## src/rtl/mc_pkg.sv

```systemverilog
// Shared encodings for the multi-cycle controller: state codes, opcode/funct
// values, ALU operation codes and datapath mux selects.
package mc_pkg;

    typedef enum logic [3:0] {
        S_FETCH    = 4'd0,
        S_DECODE   = 4'd1,
        S_EXEC_R   = 4'd2,
        S_EXEC_I   = 4'd3,
        S_MEM_ADDR = 4'd4,
        S_MEM_RD   = 4'd5,
        S_MEM_WR   = 4'd6,
        S_WB_R     = 4'd7,
        S_WB_I     = 4'd8,
        S_WB_LW    = 4'd9,
        S_BRANCH   = 4'd10,
        S_JUMP     = 4'd11,
        S_JR       = 4'd12
    } state_t;

    localparam logic [5:0] OP_RTYPE = 6'b000000;
    localparam logic [5:0] OP_LW    = 6'b100011;
    localparam logic [5:0] OP_SW    = 6'b101011;
    localparam logic [5:0] OP_ADDI  = 6'b001000;
    localparam logic [5:0] OP_ANDI  = 6'b001100;
    localparam logic [5:0] OP_ORI   = 6'b001101;
    localparam logic [5:0] OP_SLTI  = 6'b001010;
    localparam logic [5:0] OP_BEQ   = 6'b000100;
    localparam logic [5:0] OP_BNE   = 6'b000101;
    localparam logic [5:0] OP_J     = 6'b000010;
    localparam logic [5:0] OP_JAL   = 6'b000011;

    localparam logic [5:0] FN_JR  = 6'b001000;
    localparam logic [5:0] FN_ADD = 6'b100000;
    localparam logic [5:0] FN_SUB = 6'b100010;
    localparam logic [5:0] FN_AND = 6'b100100;
    localparam logic [5:0] FN_OR  = 6'b100101;
    localparam logic [5:0] FN_SLT = 6'b101010;

    localparam logic [2:0] ALU_AND = 3'b000;
    localparam logic [2:0] ALU_OR  = 3'b001;
    localparam logic [2:0] ALU_ADD = 3'b010;
    localparam logic [2:0] ALU_SUB = 3'b110;
    localparam logic [2:0] ALU_SLT = 3'b111;

    localparam logic       IORD_PC  = 1'b0;
    localparam logic       IORD_ALU = 1'b1;
    localparam logic [1:0] DST_RT   = 2'd0;
    localparam logic [1:0] DST_RD   = 2'd1;
    localparam logic [1:0] DST_RA   = 2'd2;
    localparam logic [1:0] M2R_ALU  = 2'd0;
    localparam logic [1:0] M2R_MDR  = 2'd1;
    localparam logic [1:0] M2R_PC   = 2'd2;
    localparam logic       A_PC     = 1'b0;
    localparam logic       A_REG    = 1'b1;
    localparam logic [1:0] B_REG    = 2'd0;
    localparam logic [1:0] B_FOUR   = 2'd1;
    localparam logic [1:0] B_SIMM   = 2'd2;
    localparam logic [1:0] B_ZIMM   = 2'd3;
    localparam logic [1:0] PC_ALU   = 2'd0;
    localparam logic [1:0] PC_BR    = 2'd1;
    localparam logic [1:0] PC_JMP   = 2'd2;
    localparam logic [1:0] PC_REG   = 2'd3;

    function automatic logic is_imm_alu(input logic [5:0] op);
        return (op == OP_ADDI) || (op == OP_ANDI) || (op == OP_ORI) || (op == OP_SLTI);
    endfunction

endpackage

```

## src/rtl/mc_alu_dec.sv

```systemverilog
// ALU operation decoder: picks alu_ctrl from the current state and instruction
// fields, and flags whether the R-type funct is one the datapath supports.
module mc_alu_dec
    import mc_pkg::*;
(
    input  state_t     state,
    input  logic [5:0] opcode,
    input  logic [5:0] funct,
    output logic [2:0] alu_ctrl,
    output logic       funct_ok
);

    always_comb begin
        funct_ok = 1'b1;
        case (funct)
            FN_ADD, FN_SUB, FN_AND, FN_OR, FN_SLT: funct_ok = 1'b1;
            default:                               funct_ok = 1'b0;
        endcase
    end

    always_comb begin
        alu_ctrl = ALU_ADD;
        case (state)
            S_EXEC_R: begin
                case (funct)
                    FN_SUB:  alu_ctrl = ALU_SUB;
                    FN_AND:  alu_ctrl = ALU_AND;
                    FN_OR:   alu_ctrl = ALU_OR;
                    FN_SLT:  alu_ctrl = ALU_SLT;
                    default: alu_ctrl = ALU_ADD;
                endcase
            end
            S_EXEC_I: begin
                case (opcode)
                    OP_ANDI: alu_ctrl = ALU_AND;
                    OP_ORI:  alu_ctrl = ALU_OR;
                    OP_SLTI: alu_ctrl = ALU_SLT;
                    default: alu_ctrl = ALU_ADD;
                endcase
            end
            S_BRANCH: alu_ctrl = ALU_SUB;
            default:  alu_ctrl = ALU_ADD;
        endcase
    end

endmodule

```

## src/rtl/mc_ctrl.sv

```systemverilog
// Multi-cycle MIPS-style controller: state register plus combinational decode
// of datapath enables and mux selects from state and instruction fields.
module mc_ctrl
    import mc_pkg::*;
(
    input  logic       clk,
    input  logic       rst,
    input  logic [5:0] opcode,
    input  logic [5:0] funct,
    input  logic       zero,
    input  logic       mem_ready,
    output logic       mem_rd,
    output logic       mem_wr,
    output logic       iord,
    output logic       ir_we,
    output logic       pc_we,
    output logic       reg_we,
    output logic [1:0] reg_dst,
    output logic [1:0] mem_to_reg,
    output logic       alu_src_a,
    output logic [1:0] alu_src_b,
    output logic [2:0] alu_ctrl,
    output logic [1:0] pc_src,
    output logic [3:0] state,
    output logic       illegal
);

    state_t state_q;
    state_t state_d;
    logic   funct_ok;

    mc_alu_dec u_alu_dec (
        .state    (state_q),
        .opcode   (opcode),
        .funct    (funct),
        .alu_ctrl (alu_ctrl),
        .funct_ok (funct_ok)
    );

    always_ff @(posedge clk or posedge rst) begin
        if (rst) state_q <= S_FETCH;
        else     state_q <= state_d;
    end

    assign state = state_q;

    always_comb begin
        state_d    = S_FETCH;
        mem_rd     = 1'b0;
        mem_wr     = 1'b0;
        iord       = IORD_PC;
        ir_we      = 1'b0;
        pc_we      = 1'b0;
        reg_we     = 1'b0;
        reg_dst    = DST_RT;
        mem_to_reg = M2R_ALU;
        alu_src_a  = A_PC;
        alu_src_b  = B_REG;
        pc_src     = PC_ALU;
        illegal    = 1'b0;
        case (state_q)
            S_FETCH: begin
                mem_rd    = 1'b1;
                alu_src_b = B_FOUR;
                ir_we     = mem_ready;
                pc_we     = mem_ready;
                state_d   = mem_ready ? S_DECODE : S_FETCH;
            end
            S_DECODE: begin
                alu_src_b = B_SIMM;
                if (opcode == OP_RTYPE)                       state_d = (funct == FN_JR) ? S_JR : S_EXEC_R;
                else if (opcode == OP_LW || opcode == OP_SW)  state_d = S_MEM_ADDR;
                else if (is_imm_alu(opcode))                  state_d = S_EXEC_I;
                else if (opcode == OP_BEQ || opcode == OP_BNE) state_d = S_BRANCH;
                else if (opcode == OP_J || opcode == OP_JAL)  state_d = S_JUMP;
                else                                          illegal = 1'b1;
            end
            S_EXEC_R: begin
                alu_src_a = A_REG;
                alu_src_b = B_REG;
                illegal   = ~funct_ok;
                state_d   = funct_ok ? S_WB_R : S_FETCH;
            end
            S_EXEC_I: begin
                alu_src_a = A_REG;
                alu_src_b = (opcode == OP_ANDI || opcode == OP_ORI) ? B_ZIMM : B_SIMM;
                state_d   = S_WB_I;
            end
            S_MEM_ADDR: begin
                alu_src_a = A_REG;
                alu_src_b = B_SIMM;
                state_d   = (opcode == OP_LW) ? S_MEM_RD : S_MEM_WR;
            end
            S_MEM_RD: begin
                iord    = IORD_ALU;
                mem_rd  = 1'b1;
                state_d = mem_ready ? S_WB_LW : S_MEM_RD;
            end
            S_MEM_WR: begin
                iord    = IORD_ALU;
                mem_wr  = 1'b1;
                state_d = mem_ready ? S_FETCH : S_MEM_WR;
            end
            S_WB_R: begin
                reg_we  = 1'b1;
                reg_dst = DST_RD;
            end
            S_WB_I: reg_we = 1'b1;
            S_WB_LW: begin
                reg_we     = 1'b1;
                mem_to_reg = M2R_MDR;
            end
            S_BRANCH: begin
                alu_src_a = A_REG;
                alu_src_b = B_REG;
                pc_src    = PC_BR;
                pc_we     = (opcode == OP_BEQ) ? zero : ~zero;
            end
            S_JUMP: begin
                pc_src = PC_JMP;
                pc_we  = 1'b1;
                if (opcode == OP_JAL) begin
                    reg_we     = 1'b1;
                    reg_dst    = DST_RA;
                    mem_to_reg = M2R_PC;
                end
            end
            S_JR: begin
                pc_src = PC_REG;
                pc_we  = 1'b1;
            end
            default: state_d = S_FETCH;
        endcase
        // Reset is asynchronous, so enables must drop in the same cycle it rises.
        if (rst) begin
            mem_rd  = 1'b0;
            mem_wr  = 1'b0;
            ir_we   = 1'b0;
            pc_we   = 1'b0;
            reg_we  = 1'b0;
            illegal = 1'b0;
        end
    end

endmodule

```

## config.mk

```make
export PLATFORM = sky130hd
export DESIGN_NAME = mc_ctrl
export DESIGN_NICKNAME = d
export VERILOG_FILES = /design/src/rtl/mc_pkg.sv /design/src/rtl/mc_alu_dec.sv /design/src/rtl/mc_ctrl.sv
export SDC_FILE = /design/constraint.sdc
export NUM_CORES = 1
export LEC_CHECK = 0
export ABC_AREA = 1
export BUFFER_PORTS_ARGS = -buffer_cell sky130_fd_sc_hd__clkbuf_2
export CAP_MARGIN = 20
export CORE_UTILIZATION = 49
export DETAILED_ROUTE_END_ITERATION = 8
export PLACE_DENSITY = 0.92
export SLEW_MARGIN = 20
export SYNTH_ARGS = -nofsm -noshare
export SYNTH_HDL_FRONTEND = slang
export SYNTH_HIERARCHICAL = 1
export SYNTH_SLANG_ARGS = --single-unit
```

## constraint.sdc

```tcl
create_clock -name clk -period 2.45 [get_ports clk]
set_input_delay 0.6125 -clock clk [delete_from_list [all_inputs] [get_ports clk]]
set_output_delay 0.6125 -clock clk [all_outputs]
set_load 0.01 [all_outputs]
```

Yosys cells after proc, flatten, opt, wreduce, memory -nomap -nowiden
Cells that the tools add are included.
Word-level totals
  flip-flop bits (word level): 4
  bits in latches: 0
  memory bits (writable): 0
  memory bits (read-only): 0
  input port bits: 16
  output and inout port bits: 23
  word-level logic and storage cells: 90
  memories: 0
Cells by class
  add/sub/neg operators: 0
  $mul: 0
  divide/modulo/power cells: 0
  $lt $le $gt $ge: 0
  eq/ne operators: 28
  shift-type cells: 0
  mux-type cells: 43
  bitwise operators: 2
  reductions and logical operators: 16
Operators by type and width (count)
  6-bit equality test, second input constant: 7
  6-bit by 4-bit equality test with 1-bit output, second input constant: 5
  4-bit two-way mux: 7
  4-bit one-hot mux with 7 select lines: 1
  1-bit two-way mux: 21
  4-bit equality test, second input constant: 5
  3-bit one-hot mux with 3 select lines: 2
  4-bit by 3-bit equality test with 1-bit output, second input constant: 4
  6-bit by 2-bit equality test with 1-bit output, second input constant: 2
  6-bit by 3-bit equality test with 1-bit output, second input constant: 2
  2-bit one-hot mux with 3 select lines: 2
  3-bit one-hot mux with 4 select lines: 1
  4-bit by 2-bit equality test with 1-bit output, second input constant: 2
  2-bit one-hot mux with 2 select lines: 2
  2-bit OR reduction: 4
  1-bit logical OR: 7
  6-bit logical NOT: 1
  3-bit two-way mux: 2
  5-bit OR reduction: 1
  4-bit by 1-bit equality test with 1-bit output, second input constant: 1
  4-bit logical NOT: 1
  2-bit two-way mux: 2
  1-bit one-hot mux with 2 select lines: 2
  4-bit OR reduction: 1
  other kinds (3): 4

Logic depth before layout (Yosys ltp)
Gate-level depths: netlist of the first run.
  depth after elaboration: 9
  depth in mapped cells: 9
  depth with buffers taken out: 9

Cells and area by module
The synthesis of the first run kept the hierarchy.
By module, submodules not included
  mc_ctrl: instances 1, cells each 114, area an instance 598.1 µm², seq. area each 100.1 µm²
  mc_alu_dec: instances 1, cells each 45, area an instance 195.2 µm², seq. area each 0.0 µm²

Least setup slack after synthesis of the first run
Ideal clock, no wire load.
  path type: input-to-output
  from: input funct[0]
  to: output illegal
  data arrival time: 1.354 ns
  required time: 1.837 ns
  path slack: 0.483 ns
  stages on the path: 5
  path buffers: 0
  cell sequence: or2_1 > o31ai_1 > inv_1 > nand2_1 > a21oi_1
On the way
  word-level cells in the longest chain between the ends: 6
  elaborated cells between the ends (all ways): 10
  classes of those cells: 5 x eq/ne; 3 x mux; 1 x bitwise; 1 x reduce/logical
RTL lines
  start: declaration: RTL line mc_ctrl.sv:9  | input logic [5:0] funct,
  6-bit equality test: RTL line mc_alu_dec.sv:15  | case (funct)
  5-bit OR reduction (*): RTL line mc_alu_dec.sv:15
  1-bit two-way mux (*): RTL line mc_alu_dec.sv:15
  net funct_ok: RTL line mc_ctrl.sv:30  | logic funct_ok;
  1-bit inverter (*): RTL line mc_ctrl.sv:81  | illegal = ~funct_ok;
  1-bit one-hot mux with 2 select lines (*): RTL line mc_ctrl.sv:61  | case (state_q)
  1-bit two-way mux (*): RTL line mc_ctrl.sv:135  | if (rst) begin
  end: declaration: RTL line mc_ctrl.sv:25  | output logic illegal
The timed path passes the listed nets; every way through them passes the cells marked *.

Final worst setup path of the first run
  from: register state_q[1] (netlist: state[1])
  to: output pc_we
On the way
  word-level cells in the longest chain between the ends: 4
  elaborated cells between the ends (all ways): 7
  classes of those cells: 3 x eq/ne; 2 x mux; 2 x reduce/logical
RTL lines
  start: declaration: RTL line mc_ctrl.sv:28  | state_t state_q;
  start signal: assignment: RTL line mc_ctrl.sv:42  | else state_q <= state_d;
  4-bit equality test: RTL line mc_ctrl.sv:61
  2-bit OR reduction (no line)
  1-bit one-hot mux with 3 select lines (*): RTL line mc_ctrl.sv:61
  1-bit two-way mux (*): RTL line mc_ctrl.sv:135
  end: declaration: RTL line mc_ctrl.sv:16  | output logic pc_we,
Every way passes the cells marked *; elsewhere a longest branch is shown, timed or not.

==> run_results.csv, run 1 <==
group,metric,value,unit
run_status,status,"finished, final reports clean",
critical_path,start_kind,"flop",
drt,drt-wirelength-per-cell,11.7,um
critical_path,cp_slowest_cell,"dfrtp_1",
critical_path,crit_top_cell,"nor2_2",
cells_and_area,utilization,67.6,%
critical_path,crit_path_max_fanout,12,
critical_path,slowest_delay,0.53,ns
timing,max_freq,449,MHz
job,drv_cap,0,
drt,detail-route-antenna-nets,0,
cells_and_area,largest_register_ffs,4,
timing,final-hold-violation-count,0,
synthesis,synth_warnings,6,
floorplan,die_y,42.2,um
timing,relSlewSlack,70.1,%
synthesis,post_synth.cell_area_avg,4.99,sq um
synthesis,synth_top_cell_by_area,"nor2_1",
clock_tree,htreeDepth,1,
critical_path,r2r-start,"state[3]$_DFF_PP0_",
drt,wirelength,2520,um
synthesis,synthTopCellsByArea,"nor2_1 (17%), nand2_1 (15%), nand3_1 (13%)",
grt,antenna_found_initial,0,
critical_path,crit_type,"reg -> out",
grt,track_usage,29.0,%
synthesis,synth_top_area_share,17.0,%
critical_path,rrSetupSlack,1.08,ns
drt,viasPerCell,5.49,
drt,vias,1181,
grt,overflow,0,
placement,dp_hpwl,2040,um
grt,grt_max_degree,13,
timing,period_share,90.8,%
timing,tightest_slew,0.448,ns
drt,dr.pass1.iters,4,
critical_path,arrival,1.61,ns
timing,setup-tns-final,0,ns
critical_path,cp-end-kind,"output pin",
clock_tree,clk_latency,0.24,ns
synthesis,syn_inst,159,
clock_tree,root_buffer,"clkbuf_4",
placement,io_buffer_count,38,
clock_tree,post-cts-setup-buffers,0,
cells_and_area,layout.nets,217,
critical_path,worstReg2RegEnd,"state[2]$_DFF_PP0_",
synthesis,ys_seq_area_share,12.6,%
drt,drc_errors,0,
synthesis,ys_ff_latch,4,
power,ir_drop,0.355,mV
power,pwr_density_cell,807,nW/um^2
synthesis,synth_cell_types,19,
timing,slew_violations,0,
cells_and_area,n_antenna_cell,0,
critical_path,r2r_cells,7,
clock_tree,numCtsBuffers,3,
clock_tree,path_clk_slew,0.04,ns
synthesis,syn_nets,175,
placement,gp_congestion,0.911,
cells_and_area,n_fill_cell,148,
floorplan,die_width,42.2,um
timing,period_needed,2.23,ns
critical_path,critPathBufInv,1,
grt,grt_pass1_wl,3980,um
critical_path,crit_chain,"nor2_2 -> nand2_1 -> nor2_2 -> nor2_1 -> a21oi_1 -> clkbuf_2",
clock_tree,cts_hold_buffers,0,
floorplan,initial_core_util,52.7,%
clock_tree,cts.sinks,4,
critical_path,cp_top_family,"simple AND/OR/NAND/NOR gates",
timing,skew,0.00236,ns
cells_and_area,area_delta_synth_final,28.4,%
clock_tree,cts_tree,"done",
clock_tree,cts_resized,0,
timing,grt_setup_unrepaired,"false",
grt,grt_pass1_vias,978,
floorplan,fp.coreArea,1510,sq um
synthesis,synth_area,793,sq um
clock_tree,clockBufferDepth,2,
critical_path,required,1.84,ns
floorplan,ios,39,
cells_and_area,drive_gt1_share,29.6,%
drt,drt_iter0_drc,54,
timing,setup_viol_count_final,0,
floorplan,die-area,1780,sq um
power,p_leak,0.000607,uW
floorplan,rows,14,
worst_hold_path,hold_class,"in -> async",
## power by group
part	internal [uW]	switching [uW]	leakage, uW
clock network	54.9	28.8	0.0000138
logic	201	361	0.000539
registers	91.6	84.9	0.0000539
total	347	475	0.000607
## cell usage after synthesis
| cell | count |
|---|---|
| a21oi_1 | 6 |
| nand3_1 | 21 |
| nor2_2 | 8 |
| o21ai_0 | 6 |
| nand2_1 | 32 |
| o21ai_1 | 1 |
| inv_1 | 26 |
| nor2_4 | 1 |
| or2_1 | 1 |
| nand2_2 | 5 |
| dfrtp_1 | 4 |
| nor3_1 | 2 |
| nor3_2 | 1 |
| nand4_1 | 3 |
| nor2_1 | 36 |
| inv_2 | 3 |
| o22ai_1 | 1 |
| buf_4 | 1 |
| o31ai_1 | 1 |
## cell type report
class | instances | area (sq um) | share of cell area, %
multi-input cells | 125 | 577 | 56.6
inverters | 29 | 109 | 10.7
well taps | 16 | 20.0 | 1.97
flip-flops and latches | 4 | 100 | 9.83
repair buffers | 38 | 190 | 18.7
clock buffers | 3 | 22.5 | 2.21
## cell families (layout without fill, tap and decap cells)
| family | count (synthesis) | in the layout | share of synthesized area, % |
|---|---|---|---|
| compound gates | 15 | 15 | 9.94 |
| flops | 4 | 4 | 12.6 |
| simple gates | 110 | 110 | 62.8 |
| buf+inv | 30 | 70 | 14.7 |
## worst reg2reg max path, cell delays in order (launching register included)
cell and delay [ns]:
dfrtp_1 0.54, inv_1 0.10, nand2_2 0.12, inv_2 0.06
nand2_1 0.13, nand2_2 0.07, a21oi_1 0.14, nand3_1 0.09
## through the flow
step	setup slack [ns]	std cells	instance area (sq um)	hold WS, ns	power, uW
2_1_floorplan	0.483	159	793	0.379	523
3_3_place_gp	0.260	212	996	0.569	720
3_5_place_dp	0.237	212	996	0.577	730
4_1_cts	0.236	215	1020	0.325	816
5_1_grt	0.0937	215	1020	0.361	901
6_report	0.225	215	1020	0.324	822
## how the worst max path moves through the flow
stage / startpoint / to / slack [ns] / cells after the start
floorplan: funct[0] / illegal / 0.48 / 5
global placement: funct[0] / illegal / 0.26 / 7
detailed placement: funct[0] / illegal / 0.24 / 7
CTS: funct[0] / illegal / 0.24 / 7
global route: state[1]$_DFF_PP0_ / pc_we / 0.09 / 6
finish: state[1]$_DFF_PP0_ / pc_we / 0.22 / 6
## cells in the final DEF, fill, tap and decap left out
cell,synthesis,routed
clkbuf_4,0,3
or2_1,1,1
nor2_1,36,36
o21ai_0,6,6
nor3_2,1,1
a21oi_1,6,6
nand2_2,5,5
inv_1,26,26
nor2_4,1,1
nand3_1,21,21
o31ai_1,1,1
o22ai_1,1,1
clkbuf_2,0,38
nand2_1,32,32
inv_2,3,3
nand4_1,3,3
dfrtp_1,4,4
nor3_1,2,2
nor2_2,8,8
o21ai_1,1,1
## routing by layer
| metal | vias up | track usage (%) | wire length, um |
|---|---|---|---|
| met2 | 82 | 48.9 | 1220 |
| li1 | 582 | - | - |
| met5 | - | 0 | 0 |
| met3 | 8 | 4.74 | 232 |
| met4 | 0 | 19.4 | 68 |
| met1 | 509 | 33.1 | 998 |
Note: power is estimated with default switching activity, not from simulation.
==> run 2, diff against run 1 <==
- ABC_AREA: 1 -> 0
- CORE_UTILIZATION: 49 -> 50
==> run 2 against run 1 <==
Against the previous run: the run now ends with negative setup slack left; die area up 4.1%; via count shrank 1.4%; total power is 17% higher; fmax down 9.2%; combinational power up 33%; sequential cell count unchanged; cell count fell by 15%; global-route usage rose by 0.063 points; first-iteration DRC count down 3.7%; routed wire length up 13%; setup slack worse by 0.23 ns; design area grew 15%; critical path type is now in -> out; highest routed layer unchanged.
==> run_results.csv, run 2 <==
group,metric,value,unit
run_status,status,"complete, but fails checks",
run_status,violations,"negative setup slack",
drt,drt_iter0_drc,52,
drt,vias,1165,
clock_tree,root_buffer,"clkbuf_4",
critical_path,start_kind,"input port",
timing,period_share,100,%
timing,final-hold-violation-count,0,
timing,setup-tns-final,-0.000831,ns
synthesis,synth_area,845,sq um
clock_tree,path_clk_slew,0.04,ns
floorplan,rows,14,
critical_path,r2r_cells,6,
critical_path,arrival,1.84,ns
placement,post-place-cells,180,
timing,skew,0.000213,ns
critical_path,cp-end-kind,"output pin",
synthesis,ys_ff_latch,4,
grt,overflow,0,
cells_and_area,n_antenna_cell,0,
worst_hold_path,hold_class,"in -> async",
cells_and_area,area_delta_synth_final,38.5,%
placement,io_buffer_count,38,
drt,wirelength,2840,um
grt,grt_pass1_wl,4240,um
cells_and_area,mostFrequentLayoutCells,"clkbuf_2 (38), nor2_1 (12), buf_4 (12), nand2b_1 (11), nand2_1 (9)",
clock_tree,cts_tree,"done",
floorplan,die-area,1860,sq um
synthesis,synth_common_cells,"nor2_1 (12), nand2b_1 (11), nand2_1 (9)",
clock_tree,numCtsBuffers,3,
clock_tree,cts_hold_buffers,0,
critical_path,rrSetupSlack,0.78,ns
grt,track_usage,29.0,%
placement,dp_hpwl,2080,um
timing,grt_setup_unrepaired,"true",
critical_path,crit_path_max_fanout,6,
grt,antenna_found_initial,0,
cells_and_area,final_common_cell,"clkbuf_2",
synthesis,ys_seq_area_share,11.9,%
synthesis,post_synth.cell_area_avg,6.98,sq um
drt,viasPerCell,6.37,
timing,setup_slack,-0.000831,ns
power,pwr_density_cell,823,nW/um^2
floorplan,ios,39,
cells_and_area,largest_register_ffs,4,
cells_and_area,layout.nets,185,
drt,drc_errors,0,
job,drv_cap,0,
synthesis,async_flop_share,100,%
floorplan,die_y,43.1,um
cells_and_area,final_cells,183,
cells_and_area,n_fill_cell,112,
critical_path,required,1.84,ns
synthesis,yosysMostFrequentCell,"nor2_1",
cells_and_area,stdcell_area,1170,sq um
power,ir_drop,0.618,mV
floorplan,initial_core_util,54.8,%
grt,grt_pass1_vias,929,
synthesis,synth_top_area_share,11.9,%
critical_path,worstReg2RegEnd,"state[1]$_DFF_PP0_",
timing,tightest_slew,0.345,ns
synthesis,synth_top_cell_by_area,"dfrtp_1",
timing,slew_violations,0,
drt,drt-wirelength-per-cell,15.5,um
synthesis,synth_enable_flop_cells,0,
clock_tree,clockBufferDepth,2,
cells_and_area,utilization,75.9,%
drt,detail-route-antenna-nets,0,
power,p_leak,0.000547,uW
synthesis,syn_inst,121,
placement,dp_slack,0.0108,ns
synthesis,synthTopCellsByArea,"dfrtp_1 (12%), nand2b_1 (8.1%), nor2_1 (5.3%)",
floorplan,die_width,43.1,um
timing,max_freq,408,MHz
placement,dpl_cell_area,1100,sq um
synthesis,synth_warnings,6,
clock_tree,htreeDepth,1,
synthesis,synth_cell_types,44,
clock_tree,cts.sinks,4,
grt,grt_max_degree,22,
cells_and_area,drive_gt1_share,39.5,%
timing,period_needed,2.45,ns
critical_path,crit_type,"in -> out",
synthesis,ys.flop_type,"dfrtp_1",
timing,relSlewSlack,76.7,%
critical_path,r2r-start,"state[1]$_DFF_PP0_",
synthesis,syn_nets,137,
floorplan,fp.coreArea,1540,sq um
timing,setup_viol_count_final,1,
drt,dr.pass1.iters,4,
placement,gp_congestion,0.884,
clock_tree,clk_latency,0.23,ns
-- run 2: worst max-delay path, cell delays in order --
cell and delay [ns]:
clkbuf_2 0.09, buf_4 0.15, nor2b_2 0.17, nor4b_4 0.07
buf_4 0.14, nor4_2 0.22, a31oi_1 0.07, nor2_1 0.16
clkbuf_2 0.16
-- run 2: power by group --
group          switching, uW  internal, uW
Clock                   24.9          54.7
Sequential              45.5          93.2
Combinational            430           315
-- run 2: final cells by class --
| type | instances | area [sq um] | share of cell area, % |
|---|---|---|---|
| sequential | 4 | 100 | 8.56 |
| tap | 16 | 20.0 | 1.71 |
| clock buffer | 3 | 22.5 | 1.93 |
| inverter | 4 | 15.0 | 1.28 |
| multi-input combinational | 106 | 732 | 62.6 |
| timing repair buffer | 50 | 280 | 24.0 |
-- run 2: metal layers --
| metal | global-route usage (%) | routed length, um | vias up |
|---|---|---|---|
| met4 | 1.82 | 25 | 0 |
| met3 | 2.55 | 240 | 7 |
| li1 | - | - | 541 |
| met5 | 0 | 0 | - |
| met2 | 54.0 | 1450 | 77 |
| met1 | 37.3 | 1120 | 540 |
-- run 2: logic make-up after synthesis --
logic type	Yosys count	synth area share [%]
multiplexers	3	3.70
AND/OR/NAND/NOR	71	52.6
XOR/XNOR	4	4.15
flip-flops	4	11.9
buffers and inverters	11	6.81
AO/OA/AOI/OAI	28	20.9
-- run 2: worst max-delay path by stage --
stage	start	to	slack, ns	cells after the start
final	funct[1]	illegal	-0.0008	9
after detailed placement	funct[2]	illegal	0.01	8
after global placement	funct[2]	illegal	0.03	8
after global routing	opcode[4]	alu_ctrl[2]	-0.05	5
after CTS	funct[2]	illegal	0.005	8
after floorplan	opcode[5]	reg_we	0.15	4
-- run 2: repair_timing --
action                                  4_1_cts  5_1_grt
endpoints found under the hold margin         0        0
resized for setup                             1        7
endpoints found under the setup margin        1        3
buffers inserted                              0        0
-- run 2: per-stage QoR --
step           total power (uW)  hold slack (ns)
3_5_place_dp                846            0.583
3_3_place_gp                823            0.580
4_1_cts                     932            0.340
2_1_floorplan               586            0.387
5_1_grt                    1030            0.351
6_report                    963            0.344
==> run 3, diff against run 2 <==
- CORE_MARGIN: unset -> 4
- CORE_UTILIZATION: 50 -> 49
- RECOVER_POWER: unset -> 50
- SYNTH_HIERARCHICAL: 1 -> unset
==> run 3 against run 2 <==
Against the previous run: the run still ends with negative setup slack left; area after synthesis shrank 6.2%; routed wire length decreased by 4.2%; synthesized cell count shrank 3.3%; sequential cell count is the same; via count down 2.7%; sequential power is 37% higher; first-iteration DRC count is the same; register-to-register slack improved by 0.12 ns; total power down 8.5%; cell count decreased by 3.8%; clock skew grew 0.00051 ns; critical endpoint unchanged; largest cell class unchanged; highest routed layer unchanged.
==> run_results.csv, run 3 <==
group,metric,value,unit
synthesis,syn_inst,117,
placement,gp_congestion,0.885,
clock_tree,clk_latency,0.24,ns
synthesis,synth_top_family_by_area,"simple AND/OR/NAND/NOR gates",
drt,vias,1133,
synthesis,syn_nets,133,
job,drv_cap,0,
synthesis,synth_common_cells,"nor2_1 (13), nand2_1 (9), nand2b_1 (9)",
grt,antenna_found_initial,0,
cells_and_area,largest_register_ffs,4,
run_status,status,"complete, but fails checks",
synthesis,yosys-mux-area-fraction,1.42,%
grt,grt_pass1_vias,935,
timing,grt_setup_unrepaired,"true",
cells_and_area,final_common_cell,"clkbuf_2",
floorplan,initial_core_util,52.0,%
floorplan,die_y,48.2,um
critical_path,start_kind,"input port",
synthesis,yosys.area_share.simple,49.9,%
critical_path,crit_path_max_fanout,2,
placement,dp_hpwl,2050,um
power,total_power,881,uW
clock_tree,cts_tree,"done",
clock_tree,root_buffer,"clkbuf_4",
timing,setup_slack,-0.00447,ns
timing,final-hold-violation-count,0,
run_status,violations,"negative setup slack",
drt,drt_iter0_drc,52,
cells_and_area,layout.nets,178,
drt,viasPerCell,6.44,
synthesis,ys_ff_latch,4,
synthesis,synth_area,792,sq um
clock_tree,path_clk_slew,0.04,ns
timing,max_freq,407,MHz
timing,period_share,100,%
critical_path,crit_type,"in -> out",
synthesis,synthTopCellsByArea,"dfrtp_1 (13%), nand2b_1 (7.1%), nor2_1 (6.2%)",
timing,setup_viol_count_final,1,
power,p_leak,0.000460,uW
synthesis,ys_seq_area_share,12.6,%
grt,grt_pass1_wl,4020,um
placement,io_buffer_count,38,
synthesis,yosysMostFrequentCell,"nor2_1",
floorplan,ios,39,
drt,wirelength,2720,um
clock_tree,cts.sinks,4,
cells_and_area,area_delta_synth_final,34.3,%
floorplan,die_width,48.2,um
synthesis,synth_cell_types,43,
power,ir_drop,0.431,mV
timing,skew,0.000718,ns
drt,drt-wirelength-per-cell,15.5,um
floorplan,die-area,2320,sq um
cells_and_area,n_antenna_cell,0,
timing,tightest_slew,0.544,ns
critical_path,required,1.84,ns
timing,slew_violations,0,
floorplan,fp.coreArea,1520,sq um
timing,hold_ws,0.361,ns
grt,track_usage,23.8,%
synthesis,ys.flop_type,"dfrtp_1",
cells_and_area,stdcell_area,1060,sq um
cells_and_area,utilization,69.8,%
clock_tree,htreeDepth,1,
worst_hold_path,hold_class,"in -> async",
synthesis,synth_warnings,0,
grt,grt_max_degree,19,
clock_tree,numCtsBuffers,3,
synthesis,post_synth.cell_area_avg,6.77,sq um
floorplan,rows,14,
critical_path,arrival,1.84,ns
cells_and_area,drive_gt1_share,32.5,%
synthesis,synth_compound_area_share,29.7,%
cells_and_area,mostFrequentLayoutCells,"clkbuf_2 (34), nor2_1 (13), nand2b_1 (9), nand2_1 (9), buf_4 (9)",
synthesis,synth_top_cell_by_area,"dfrtp_1",
power,pwr_density_cell,828,nW/um^2
timing,relSlewSlack,63.7,%
synthesis,synth_top_area_share,12.6,%
drt,drc_errors,0,
timing,period_needed,2.45,ns
cells_and_area,n_fill_cell,139,
synthesis,async_flop_share,100,%
synthesis,synth-adder-area-share,0,%
drt,detail-route-antenna-nets,0,
clock_tree,clockBufferDepth,2,
synthesis,synth_enable_flop_cells,0,
grt,overflow,0,
placement,dpl_cell_area,1040,sq um
drt,dr.pass1.iters,4,
synthesis,yosys.area_share.xor_xnor,1.11,%
critical_path,cp-end-kind,"output pin",
==> run 3: timing repair <==
item / in CTS / in global routing
hold buffers: 0 / 0
gates resized for setup: 0 / 3
buffers inserted: 0 / 0
endpoints found under the setup margin: 1 / 4
==> run 3: path summary, 6_finish.rpt <==
check                              startpoint  depth (start not counted)  slack (ns)            endpoint
min in group clk           state[3]$_DFF_PP0_                          1        0.72  state[2]$_DFF_PP0_
max in group asynchronous                 rst                          2        1.86  state[3]$_DFF_PP0_
max                                 opcode[0]                          6      -0.004             illegal
min                                       rst                          2        0.36  state[2]$_DFF_PP0_
min reg2reg                state[3]$_DFF_PP0_                          1        0.72  state[2]$_DFF_PP0_
max reg2reg                state[1]$_DFF_PP0_                          5        0.90  state[3]$_DFF_PP0_
==> run 3: cells by family (layout without fill, tap and decap cells) <==
| kind of cell | count (synthesis) | count (layout) |
|---|---|---|
| XOR/XNOR | 1 | 1 |
| flip-flops | 4 | 4 |
| AO/OA/AOI/OAI | 33 | 33 |
| buffers and inverters | 10 | 53 |
| multiplexers | 1 | 1 |
| AND/OR/NAND/NOR | 68 | 68 |
==> run 3: per-stage QoR <==
stage,std cells,TNS (ns),worst slack [ns]
after global routing,176,-0.0902,-0.0407
after CTS,176,-0.00418,-0.00418
final,176,-0.00447,-0.00447
after global placement,173,0,0.0142
after floorplan,117,0,0.202
after detailed placement,173,0,0.00183
==> run 3: cell type report <==
type / count / area (sq um) / share of cell area, %
Multi-Input combinational cell: 103 / 656 / 61.6
Tap cell: 16 / 20.0 / 1.88
Inverter: 2 / 7.51 / 0.706
Sequential cell: 4 / 101 / 9.53
Timing Repair Buffer: 48 / 256 / 24.1
Clock buffer: 3 / 22.5 / 2.12
==> run 3: where the power goes <==
| group | leakage [uW] | switching [uW] | total, uW | internal, uW |
|---|---|---|---|---|
| registers | 0.0000521 | 98.2 | 191 | 92.9 |
| logic | 0.000394 | 346 | 606 | 260 |
| clock network | 0.0000138 | 28.7 | 83.6 | 54.9 |
==> run 3: critical path, stage by stage <==
cell	delay (ns)
clkbuf_2	0.09
or3_4	0.38
or4_4	0.43
nand4_1	0.11
o22ai_1	0.09
clkbuf_2	0.14
==> run 3: metal layers <==
layer / track usage, % / vias up / wire, um
li1: - / 531 / -
met1: 29.5 / 516 / 1060
met2: 43.0 / 80 / 1310
met3: 2.58 / 6 / 324
met4: 6.45 / 0 / 27
met5: 0 / - / 0
